`src/rtl/seq_divider_if.sv`:
```
// Start/done handshake and operand/result bus between the control unit and seq_divider.
interface seq_divider_if #(
  parameter int unsigned WIDTH = 32
);
  logic             start;
  logic             sign;
  logic [WIDTH-1:0] a;
  logic [WIDTH-1:0] b;
  logic             busy;
  logic             done;
  logic [WIDTH-1:0] q;
  logic [WIDTH-1:0] r;
  logic             div_zero;
  logic             overflow;

  // Control unit side: issues requests, observes results.
  modport master (
    output start, sign, a, b,
    input  busy, done, q, r, div_zero, overflow
  );

  // Divider side.
  modport slave (
    input  start, sign, a, b,
    output busy, done, q, r, div_zero, overflow
  );
endinterface

```
`src/rtl/seq_divider.sv`:
```
// Multi-cycle restoring shift-subtract divider, one quotient bit per cycle.
// Signed operands are divided as magnitudes and the signs are fixed up at the end.
module seq_divider #(
  parameter int unsigned WIDTH = 32
) (
  input  logic          clk,
  input  logic          rst,
  seq_divider_if.slave  bus
);

  localparam logic [1:0] S_IDLE = 2'd0;
  localparam logic [1:0] S_CALC = 2'd1;
  localparam logic [1:0] S_FIN  = 2'd2;

  localparam int unsigned    CW       = $clog2(WIDTH) + 1;
  localparam logic [CW-1:0]  LAST_IT  = CW'(WIDTH - 1);
  localparam logic [WIDTH-1:0] MOST_NEG = {1'b1, {(WIDTH-1){1'b0}}};

  logic [1:0]       r_state;
  logic [CW-1:0]    r_cnt;
  logic [WIDTH:0]   r_rem;     // partial remainder, one spare bit for the shifted value
  logic [WIDTH-1:0] r_dvd;     // dividend magnitude, shifted out as quotient bits shift in
  logic [WIDTH-1:0] r_dvs;     // divisor magnitude
  logic [WIDTH-1:0] r_a;       // original dividend, returned as remainder on divide-by-zero
  logic             r_neg_q;
  logic             r_neg_r;
  logic             r_zero;
  logic             r_ovf;
  logic             r_busy;
  logic             r_done;
  logic [WIDTH-1:0] r_q;
  logic [WIDTH-1:0] r_r;
  logic             r_div_zero;
  logic             r_overflow;

  logic [WIDTH-1:0] w_a_mag;
  logic [WIDTH-1:0] w_b_mag;
  logic [WIDTH+1:0] w_shift;
  logic [WIDTH+1:0] w_diff;
  logic             w_ge;
  logic [WIDTH-1:0] w_q_fix;
  logic [WIDTH-1:0] w_r_fix;

  // Operand magnitudes, trial subtraction and final sign fix-up.
  always_comb begin
    w_a_mag = (bus.sign && bus.a[WIDTH-1]) ? -bus.a : bus.a;
    w_b_mag = (bus.sign && bus.b[WIDTH-1]) ? -bus.b : bus.b;
    w_shift = {r_rem, r_dvd[WIDTH-1]};
    w_diff  = w_shift - {2'b00, r_dvs};
    w_ge    = ~w_diff[WIDTH+1];
    w_q_fix = r_neg_q ? -r_dvd : r_dvd;
    w_r_fix = r_neg_r ? -r_rem[WIDTH-1:0] : r_rem[WIDTH-1:0];
  end

  // Control FSM and datapath. FIN spans two cycles: the first registers the
  // results, the second is the done cycle, during which start is still ignored.
  always_ff @(posedge clk) begin
    if (rst) begin
      r_state    <= S_IDLE;
      r_cnt      <= '0;
      r_rem      <= '0;
      r_dvd      <= '0;
      r_dvs      <= '0;
      r_a        <= '0;
      r_neg_q    <= 1'b0;
      r_neg_r    <= 1'b0;
      r_zero     <= 1'b0;
      r_ovf      <= 1'b0;
      r_busy     <= 1'b0;
      r_done     <= 1'b0;
      r_q        <= '0;
      r_r        <= '0;
      r_div_zero <= 1'b0;
      r_overflow <= 1'b0;
    end else begin
      case (r_state)
        S_IDLE: begin
          if (bus.start) begin
            r_cnt   <= '0;
            r_rem   <= '0;
            r_dvd   <= w_a_mag;
            r_dvs   <= w_b_mag;
            r_a     <= bus.a;
            r_neg_q <= bus.sign & (bus.a[WIDTH-1] ^ bus.b[WIDTH-1]);
            r_neg_r <= bus.sign & bus.a[WIDTH-1];
            r_zero  <= (bus.b == '0);
            r_ovf   <= bus.sign && (bus.a == MOST_NEG) && (bus.b == '1);
            r_busy  <= 1'b1;
            r_state <= S_CALC;
          end
        end
        S_CALC: begin
          r_rem <= w_ge ? w_diff[WIDTH:0] : w_shift[WIDTH:0];
          r_dvd <= {r_dvd[WIDTH-2:0], w_ge};
          r_cnt <= r_cnt + CW'(1);
          if (r_cnt == LAST_IT) begin
            r_state <= S_FIN;
          end
        end
        S_FIN: begin
          if (!r_done) begin
            r_q        <= r_zero ? '1  : w_q_fix;
            r_r        <= r_zero ? r_a : w_r_fix;
            r_div_zero <= r_zero;
            r_overflow <= r_ovf;
            r_done     <= 1'b1;
          end else begin
            r_done  <= 1'b0;
            r_busy  <= 1'b0;
            r_state <= S_IDLE;
          end
        end
        default: r_state <= S_IDLE;
      endcase
    end
  end

  assign bus.busy     = r_busy;
  assign bus.done     = r_done;
  assign bus.q        = r_q;
  assign bus.r        = r_r;
  assign bus.div_zero = r_div_zero;
  assign bus.overflow = r_overflow;

endmodule

```
`src/flat_wrapper.sv`:
```
// flat-port wrapper written by rule: the top's interface ports become plain ports
module seq_divider_flat 
#(
  parameter int unsigned WIDTH = 32
)
  (clk, rst, bus_start, bus_sign, bus_a, bus_b, bus_busy, bus_done, bus_q, bus_r, bus_div_zero, bus_overflow);
  seq_divider_if #(.WIDTH(WIDTH)) bus_i ();
  input  logic clk;
  input  logic rst;
  input wire logic [$bits(bus_i.start)-1:0] bus_start;
  input wire logic [$bits(bus_i.sign)-1:0] bus_sign;
  input wire logic [$bits(bus_i.a)-1:0] bus_a;
  input wire logic [$bits(bus_i.b)-1:0] bus_b;
  output wire logic [$bits(bus_i.busy)-1:0] bus_busy;
  output wire logic [$bits(bus_i.done)-1:0] bus_done;
  output wire logic [$bits(bus_i.q)-1:0] bus_q;
  output wire logic [$bits(bus_i.r)-1:0] bus_r;
  output wire logic [$bits(bus_i.div_zero)-1:0] bus_div_zero;
  output wire logic [$bits(bus_i.overflow)-1:0] bus_overflow;
  assign bus_i.start = bus_start;
  assign bus_i.sign = bus_sign;
  assign bus_i.a = bus_a;
  assign bus_i.b = bus_b;
  assign bus_busy = bus_i.busy;
  assign bus_done = bus_i.done;
  assign bus_q = bus_i.q;
  assign bus_r = bus_i.r;
  assign bus_div_zero = bus_i.div_zero;
  assign bus_overflow = bus_i.overflow;
  seq_divider #(.WIDTH(WIDTH)) u_core (.clk(clk), .rst(rst), .bus(bus_i));
endmodule
```
`config.mk`:
```
export PLATFORM = sky130hd
export DESIGN_NAME = seq_divider_flat
export DESIGN_NICKNAME = d
export VERILOG_FILES = /design/src/rtl/seq_divider_if.sv /design/src/rtl/seq_divider.sv /design/src/flat_wrapper.sv
export SDC_FILE = /design/constraint.sdc
export NUM_CORES = 1
export LEC_CHECK = 0
export ABC_AREA = 1
export BUFFER_PORTS_ARGS = -buffer_cell sky130_fd_sc_hd__buf_2
export CAP_MARGIN = 10
export CORE_UTILIZATION = 50
export CTS_CLUSTER_DIAMETER = 200
export DETAILED_ROUTE_END_ITERATION = 7
export GPL_ROUTABILITY_DRIVEN = 0
export PLACE_DENSITY_LB_ADDON = 0.08
export RECOVER_POWER = 50
export SLEW_MARGIN = 0
export SYNTH_ARGS = -nofsm -noshare
export SYNTH_HDL_FRONTEND = slang
export SYNTH_SLANG_ARGS = --single-unit
```
`constraint.sdc`:
```
create_clock -name clk -period 2.4 [get_ports clk]
set_input_delay 0.12 -clock clk [delete_from_list [all_inputs] [get_ports clk]]
set_output_delay 0.12 -clock clk [all_outputs]
set_load 0.02 [all_outputs]
```
# After elaboration in Yosys (flattened, before gate mapping)
# Cells that the tools add are included.
# Widths: inputs -> output; s select.
# word_totals
ff_bits	209
# classes
add_sub_neg	6
n_eq_ne	8
reduce_logical	13
bitwise	5
n_mux	21
# ops
cell	n
$mux 32	7
$neg 32->32	4
$mux 33	2
$pmux 33 s2	1
$eq 32x32->1 const B	2
$pmux 32 s2	1
$sub 34x32->34	1
$logic_not 32->1	1
$pmux 6 s2	1
$add 6x1->6 const B	1
$eq 6x5->1 const B	1
$mux 2	3
$mux 6	1
$pmux 2 s3	1
$reduce_and 2->1	3
$reduce_and 3->1	2
$logic_and 1x1->1	4
$ne 2x1->1 const B	2
$reduce_bool 2->1	2
$mux 1	3
$and 1x1->1	2
$eq 2x1->1 const B	1
$eq 2x2->1 const B	1
$logic_not 2->1	1
other kinds (4)	5

# Depth between registers and ports, before layout
# Gate-level depths: netlist of the first run.
# depth
ltp_word	4
depth_mapped	18
depth_no_buf	17

# Worst setup path before layout of the first run
# OpenSTA, ideal clock, no wires.
# synth_path
path_kind	reg2reg
startpoint	register u_core.r_rem[6]
endpoint	register u_core.r_rem[22]
path_stages_with_launch	16
setup_slack_ns	0.404
required_ns	2.332
arrival_time_ns	1.927
cell_sequence	dfxtp_1 > ha_1 > nand2_1 > inv_2 > nand2_1 > nand2_1 > inv_2 > nand3_4 > nand2_4 > nand2_4 > nand2_4 > nand3_2 > buf_4 > nand3_1 > nand3_1 > a21oi_2
# synth_between
elab_chain_len	3
# synth_lines
element	line	text
start, declared	seq_divider.sv:21	logic [WIDTH:0] r_rem;
start signal, assigned	seq_divider.sv:93	r_rem <= w_ge ? w_diff[WIDTH:0] : w_shift[WIDTH:0];
$sub 34x32->34	seq_divider.sv:49	w_diff = w_shift - {2'b00, r_dvs};
$mux 33	seq_divider.sv:93	
$pmux 33 s2	seq_divider.sv:76	case (r_state)
# No other way between the ends.
# A chain may end at the register's enable or synchronous reset.

# Worst setup path in the final report of the first run
# layout_path
startpoint	register u_core.r_dvs[20]
endpoint	register u_core.r_rem[32]
# layout_between
elab_chain_len	3
# layout_lines
element	line	text
start, declared	seq_divider.sv:23	logic [WIDTH-1:0] r_dvs;
start signal, assigned	seq_divider.sv:82	r_dvs <= w_b_mag;
$sub 34x32->34	seq_divider.sv:49	
$mux 33	seq_divider.sv:93	
$pmux 33 s2	seq_divider.sv:76	
# No other way between the ends.

==> results of run 1 <==
## state kept, by name, indices dropped and copies added (netlist names)
register,count
u_core.r_ovf,1
u_core.r_dvs,32
u_core.r_rem,33
u_core.r_state,2
u_core.bus.overflow,1
u_core.r_a,32
u_core.r_dvd,32
u_core.bus.busy,1
u_core.bus.div_zero,1
u_core.r_neg_q,1
u_core.r_cnt,6
u_core.bus.q,32
u_core.bus.r,32
u_core.r_zero,1
u_core.bus.done,1
u_core.r_neg_r,1
## logic make-up after synthesis
logic type / count (synthesis)
AO/OA/AOI/OAI: 443
XOR/XNOR: 46
adder cells (fa/ha/maj): 39
buffers and inverters: 451
flip-flops: 209
AND/OR/NAND/NOR: 1138
## synth_stat cells (6+ instances only)
cell / count / share of area
nand2_1: 581 / 0.15
inv_1: 333 / 0.086
nor2_1: 210 / 0.054
dfxtp_1: 209 / 0.29
nand3_1: 189 / 0.065
o21ai_0: 155 / 0.053
a21oi_1: 147 / 0.051
clkbuf_1: 66 / 0.017
a31oi_1: 43 / 0.018
nand3_2: 41 / 0.028
ha_1: 38 / 0.033
xnor2_1: 23 / 0.014
xor2_1: 23 / 0.014
nor3_1: 21 / 0.0072
nand4_1: 20 / 0.0086
nand3b_1: 19 / 0.0098
o211ai_1: 19 / 0.0098
a22oi_1: 18 / 0.0093
inv_2: 18 / 0.0046
buf_1: 12 / 0.0031
nor4_1: 11 / 0.0047
o21ai_1: 10 / 0.0034
a211oi_1: 8 / 0.0041
buf_6: 8 / 0.0062
nor2_4: 8 / 0.0062
buf_2: 7 / 0.0024
o221ai_1: 7 / 0.0042
o22ai_1: 7 / 0.0030
and2_1: 6 / 0.0026
nand2_2: 6 / 0.0026
nand2_4: 6 / 0.0046
## path summary, 6_finish.rpt
kind                            depth (start not counted)  slack, ns          endpoint              from
worst max register to register                         13       0.08  u_core.r_rem[32]  u_core.r_dvs[20]
worst min register to register                          2       0.45    u_core.r_a[31]    u_core.r_a[31]
worst min-delay path                                    5       0.01   u_core.r_dvs[4]          bus_b[4]
worst max-delay path                                   13       0.08  u_core.r_rem[32]  u_core.r_dvs[20]
## metrics by stage
stage	setup slack (ns)	setup TNS (ns)	hold WS, ns
CTS	0.008998	0	0.001068
floorplan	0.4044	0	0.2585
finish	0.08268	0	0.01245
global route	-0.002013	-0.002099	0.02542
global placement	0.04609	0	0.4237
detailed placement	0.01378	0	0.4299
## repair_timing
item                                    4_1_cts  5_1_grt
hold buffers                                 54        0
buffers inserted                              0        4
endpoints found under the setup margin        0       44
hold endpoints to repair                     61        0
resized for setup                             0       43
## routing by layer
| metal | global-route usage | share of wire | up-vias |
|---|---|---|---|
| li1 | - | - | 7970 |
| met1 | 0.4484 | 0.45 | 7406 |
| met2 | 0.5129 | 0.44 | 635 |
| met3 | 0.04310 | 0.074 | 93 |
| met4 | 0.1075 | 0.031 | 0 |
| met5 | 0 | 0 | - |
## layout make-up
| class | count | area (um^2) |
|---|---|---|
| diodes | 1 | 2.502 |
| clock buffers | 29 | 681.9 |
| clock inverters | 16 | 214.0 |
| fillers | 2801 | 11140 |
| inverters | 354 | 1329 |
| multi-input cells | 1667 | 8828 |
| flip-flops and latches | 209 | 4185 |
| well taps | 384 | 480.5 |
| repair buffers | 261 | 1838 |
## critical path, stage by stage (launching register included)
cell and delay, ns:
dfxtp_1 0.30, inv_1 0.09, ha_1 0.37, nand2_1 0.14
nor2_1 0.23, nand2_1 0.13, nor2_2 0.17, nand2_4 0.09
nand2_4 0.15, nand2_8 0.09, clkbuf_16 0.19, nand3_1 0.07
nand3_1 0.07, a21oi_1 0.15
## power groups by stage
stage / combinational [mW] / clock (mW) / sequential, mW
6_report: 11.6 / 4.15 / 4.30
5_1_grt: 12.8 / 4.33 / 4.34
4_1_cts: 11.0 / 4.20 / 4.27
3_5_place_dp: 10.9 / 0 / 4.34
3_3_place_gp: 10.7 / 0 / 4.33
2_1_floorplan: 8.03 / 0 / 4.36
==> results_dict.tcl, run 1 <==
set metrics [dict create \
    die_h_um 172.6 \
    final_cell_mix "nand2_1 (573), inv_1 (330), dfxtp_1 (208), nor2_1 (201), nand3_1 (184)" \
    leakage_nw 8.111 \
    power.switching_mw 9.680 \
    yosys.area_share.simple 0.3556 \
    wirelength_um 50060 \
    syn_area_per_cell_um2 6.258 \
    critPathMaxFanout 8 \
    ys_seq_area_frac 0.2874 \
    ctsHtreeMaxLevel 1 \
    synth_compound_area_frac 0.1732 \
    syn_inst 2326 \
    timing.fmax_mhz 431.5 \
    synthMuxAreaShare 0 \
    io_pins 136 \
    numCtsBuffers 26 \
    finalPower_mw 20.07 \
    final_area_um2 17560 \
    slew_headroom 0.5204 \
    drive_above_1_share 0.1305 \
    switching_share 0.4822 \
    peakVddDrop_mv 0.7077 \
    final_cells 2921 \
    netlist_area_um2 14560 \
    area_delta_synth_final_pct 20.63 \
    cap_viol_max_count 0 \
    finClkSkew_ns 0.01827 \
    wl_per_cell_um 17.14 \
    post-dp-hpwl_um 36940 \
    antenna_found_initial 0 \
    first_global_vias 14760 \
    grt_remaining_overflow 0 \
    synth.net_count 2433 \
    clk_latency_ns 0.55 \
    ctsLongestPathBuffers 3 \
    nets 2626 \
    synth_top_family_by_area "simple AND/OR/NAND/NOR gates" \
    fp.dieW_um 172.6 \
    slew_viol_final 0 \
    cp_data_arrival_time_ns 2.78 \
    grt_usage 0.3225 \
    synthAdderAreaFrac 0.03404 \
    synth_seq_cells 209 \
    fin_crit_ns 2.317 \
    drtIter0Drc 1794 \
    core_area_um2 28700 \
    dp_cells 2813 \
    startpoint_type "flop" \
    hold_viol_final 0 \
    rsz0062_at_grt "true" \
    yosysWarnings 0 \
    initial_utilization 0.5071 \
    synth-xor-area-share 0.02768 \
    internal_power_mw 10.39 \
    drcViolationCount 0 \
    async_reset_ff_frac 0 \
    finalSetupViolations 0 \
    synth_cell_types 55 \
    row_count 62 \
    hold_class "input pin to flop" \
    dr.pass1.iters 5 \
    p_clk_frac 0.207 \
    endpoint_kind "flop" \
    synth_edf_count 0 \
    power_density_nw_per_um2 1143 \
    clockRootBuffer "clkbuf_16" \
    combPwrFrac 0.579 \
    dieArea_um2 29800 \
    grt_max_degree 114 \
    portBuffers 135 \
    clk_pin_slew_worst_paths_ns 0.06 \
    crit_required_ns 2.86 \
    cts.sinks 209 \
    layout_commonest_cell "nand2_1" \
    ys.flop_type "dfxtp_1" \
    grt_first_pass_wirelength_um 77950 \
    worst_pin_slew_ns 0.7119 \
    via_per_inst 5.513 \
    fin_util 0.6118 \
    pwr-share-seq 0.214 \
    post-route-period-util 0.9655 \
    vias 16100 \
    cts_tree "yes" \
    place_area_um2 15900 \
    status "finished clean" \
    worstSetupPathType "flop to flop" \
    ant_nets 0 \
]
(Power assumes the default switching activity.)
==> run 2, diff against run 1 <==
==> constraint.sdc (replaced) <==
create_clock -name clk -period 2.4 [get_ports clk]
set_input_delay 0.36 -clock clk [delete_from_list [all_inputs] [get_ports clk]]
set_output_delay 0.36 -clock clk [all_outputs]
set_load 0.02 [all_outputs]
==> run 2 against run 1 <==
Core utilization is 1.7 points lower. Clock power is 4% higher. Routed wire length is 3.3% lower. Critical path depth is 1 higher. Critical path type unchanged. Highest routed layer unchanged.
==> results_dict.tcl, run 2 (synthesis gave the netlist of run 1 again) <==
set metrics [dict create \
    cp_data_arrival_time_ns 2.63 \
    largest-register "u_core.r_rem" \
    crit_required_ns 2.78 \
    largest_reg_flops 33 \
    io_pins 136 \
    post-route-period-util 0.9372 \
    grt_remaining_overflow 0 \
    via_per_inst 5.539 \
    first_global_vias 14570 \
    initial_utilization 0.5071 \
    timing.fmax_mhz 444.6 \
    core_area_um2 28700 \
    peakVddDrop_mv 0.8479 \
    finalSetupViolations 0 \
    portBuffers 135 \
    area_delta_synth_final_pct 17.36 \
    timing.rr.start "u_core.r_dvd[31]" \
    ff2ff_path_depth 14 \
    slowest_stage "fa_2" \
    grt_max_degree 114 \
    cts.sinks 209 \
    final_cell_mix "nand2_1 (572), inv_1 (328), dfxtp_1 (207), nor2_1 (203), nand3_1 (186)" \
    drcViolationCount 0 \
    holdBufCountCts 0 \
    die_h_um 172.6 \
    numCtsBuffers 26 \
    endpoint "u_core.r_rem[16]" \
    vias 15930 \
    power_density_nw_per_um2 1186 \
    crit_chain "inv_2 > ha_1 > inv_2 > fa_2 > nand3_1 > nand3_2 > nand2_1 > nand2_1 > nand2_1 > nand2_2 > xnor2_1 > nand3_2 > nand3_1 > a21oi_1" \
    r2r-end "u_core.r_rem[16]" \
    place_ws_ns 0.05779 \
    fp.dieW_um 172.6 \
    wl_per_cell_um 16.84 \
    startpoint_type "flop" \
    slew_headroom 0.4844 \
    critPathLaunch "u_core.r_dvd[31]" \
    grt_usage 0.3167 \
    fin_util 0.5952 \
    ctsLongestPathBuffers 3 \
    r2r_slack_ns 0.15 \
    setup_ws_ns 0.1506 \
    clockRootBuffer "clkbuf_16" \
    dieArea_um2 29800 \
    crit_top_cell "nand2_1" \
    post-dp-hpwl_um 36790 \
    rsz0062_at_grt "false" \
    setup_tns_ns 0 \
    cap_viol_max_count 0 \
    critPathMaxFanout 4 \
    cts_tree "yes" \
    ctsHtreeMaxLevel 1 \
    clk_latency_ns 0.55 \
    status "finished clean" \
    dr.pass1.iters 5 \
    fin_crit_ns 2.249 \
    hold_class "input pin to flop" \
    slew_viol_final 0 \
    layout_commonest_cell "nand2_1" \
    clk_pin_slew_worst_paths_ns 0.06 \
    nets 2577 \
    drive_above_1_share 0.1369 \
    drtIter0Drc 1466 \
    grt_first_pass_wirelength_um 76820 \
    worstSetupPathType "flop to flop" \
    endpoint_kind "flop" \
    slowest_delay_ns 0.43 \
    row_count 62 \
    finClkSkew_ns 0.02791 \
    leakage_nw 7.973 \
    worst_pin_slew_ns 0.7734 \
    hold_viol_final 0 \
    wirelength_um 48420 \
    antenna_found_initial 1 \
    finalPower_mw 20.26 \
    ant_nets 0 \
]
run 2: cell types whose count changed in the layout (fill, tap and decap cells not counted), moves of 3 or more:
cell / delta
buf_4: +4
clkbuf_2: +3
clkinvlp_4: -5
dlygate4sd3_1: -54
run 2: through the flow:
| stage | instance area, um^2 | cells | hold slack [ns] |
|---|---|---|---|
| global route | 17080 | 2875 | 0.1262 |
| global placement | 15970 | 2824 | 0.4380 |
| floorplan | 14560 | 2326 | 0.4245 |
| detailed placement | 15970 | 2824 | 0.4389 |
| finish | 17080 | 2875 | 0.1257 |
| CTS | 16920 | 2872 | 0.1054 |
run 2: final cells by class:
class                   instances  area [um^2]
fillers                      2900        11620
well taps                     384        480.5
inverters                     354         1331
clock inverters                16        237.7
diodes                          1        2.502
repair buffers                213         1309
clock buffers                  32        713.2
multi-input cells            1666         8823
flip-flops and latches        209         4187
run 2: metal layers:
layer | track usage | up-vias | wire [um] | share of wire
met1 | 0.4502 | 7378 | 22150 | 0.46
met4 | 0.1220 | 0 | 1742 | 0.036
met3 | 0.03650 | 102 | 3303 | 0.068
met2 | 0.4884 | 591 | 21230 | 0.44
li1 | - | 7855 | - | -
met5 | 0 | - | 0 | 0
run 2: how the worst min path moves through the flow:
stage,startpoint,end,slack [ns],depth (start not counted)
floorplan,u_core.r_a[10],u_core.r_a[10],0.42,2
global placement,u_core.r_a[8],u_core.r_a[8],0.44,2
detailed placement,u_core.r_a[8],u_core.r_a[8],0.44,2
CTS,bus_a[4],u_core.r_a[4],0.11,3
global route,bus_a[12],u_core.r_a[12],0.13,3
finish,bus_a[12],u_core.r_a[12],0.13,3
run 2: critical path: cells and delay by family (launching register included):
family | cells | cell delay [ns]
flip-flops | 1 | 0.34
adder cells (fa/ha/maj) | 2 | 0.59
AND/OR/NAND/NOR | 8 | 0.69
AO/OA/AOI/OAI | 1 | 0.06
buffers and inverters | 2 | 0.14
XOR/XNOR | 1 | 0.28
run 2: what timing repair did:
item / 4_1_cts / 5_1_grt
setup buffers: 0 / 1
setup endpoints to repair: 0 / 49
gates resized for setup: 0 / 51
run 2: power breakdown:
group	internal, mW	switching [mW]	leakage, nW	total [mW]
registers	3.90	0.382	1.71	4.28
logic	4.12	7.57	5.80	11.7
clock network	2.67	1.63	0.466	4.30
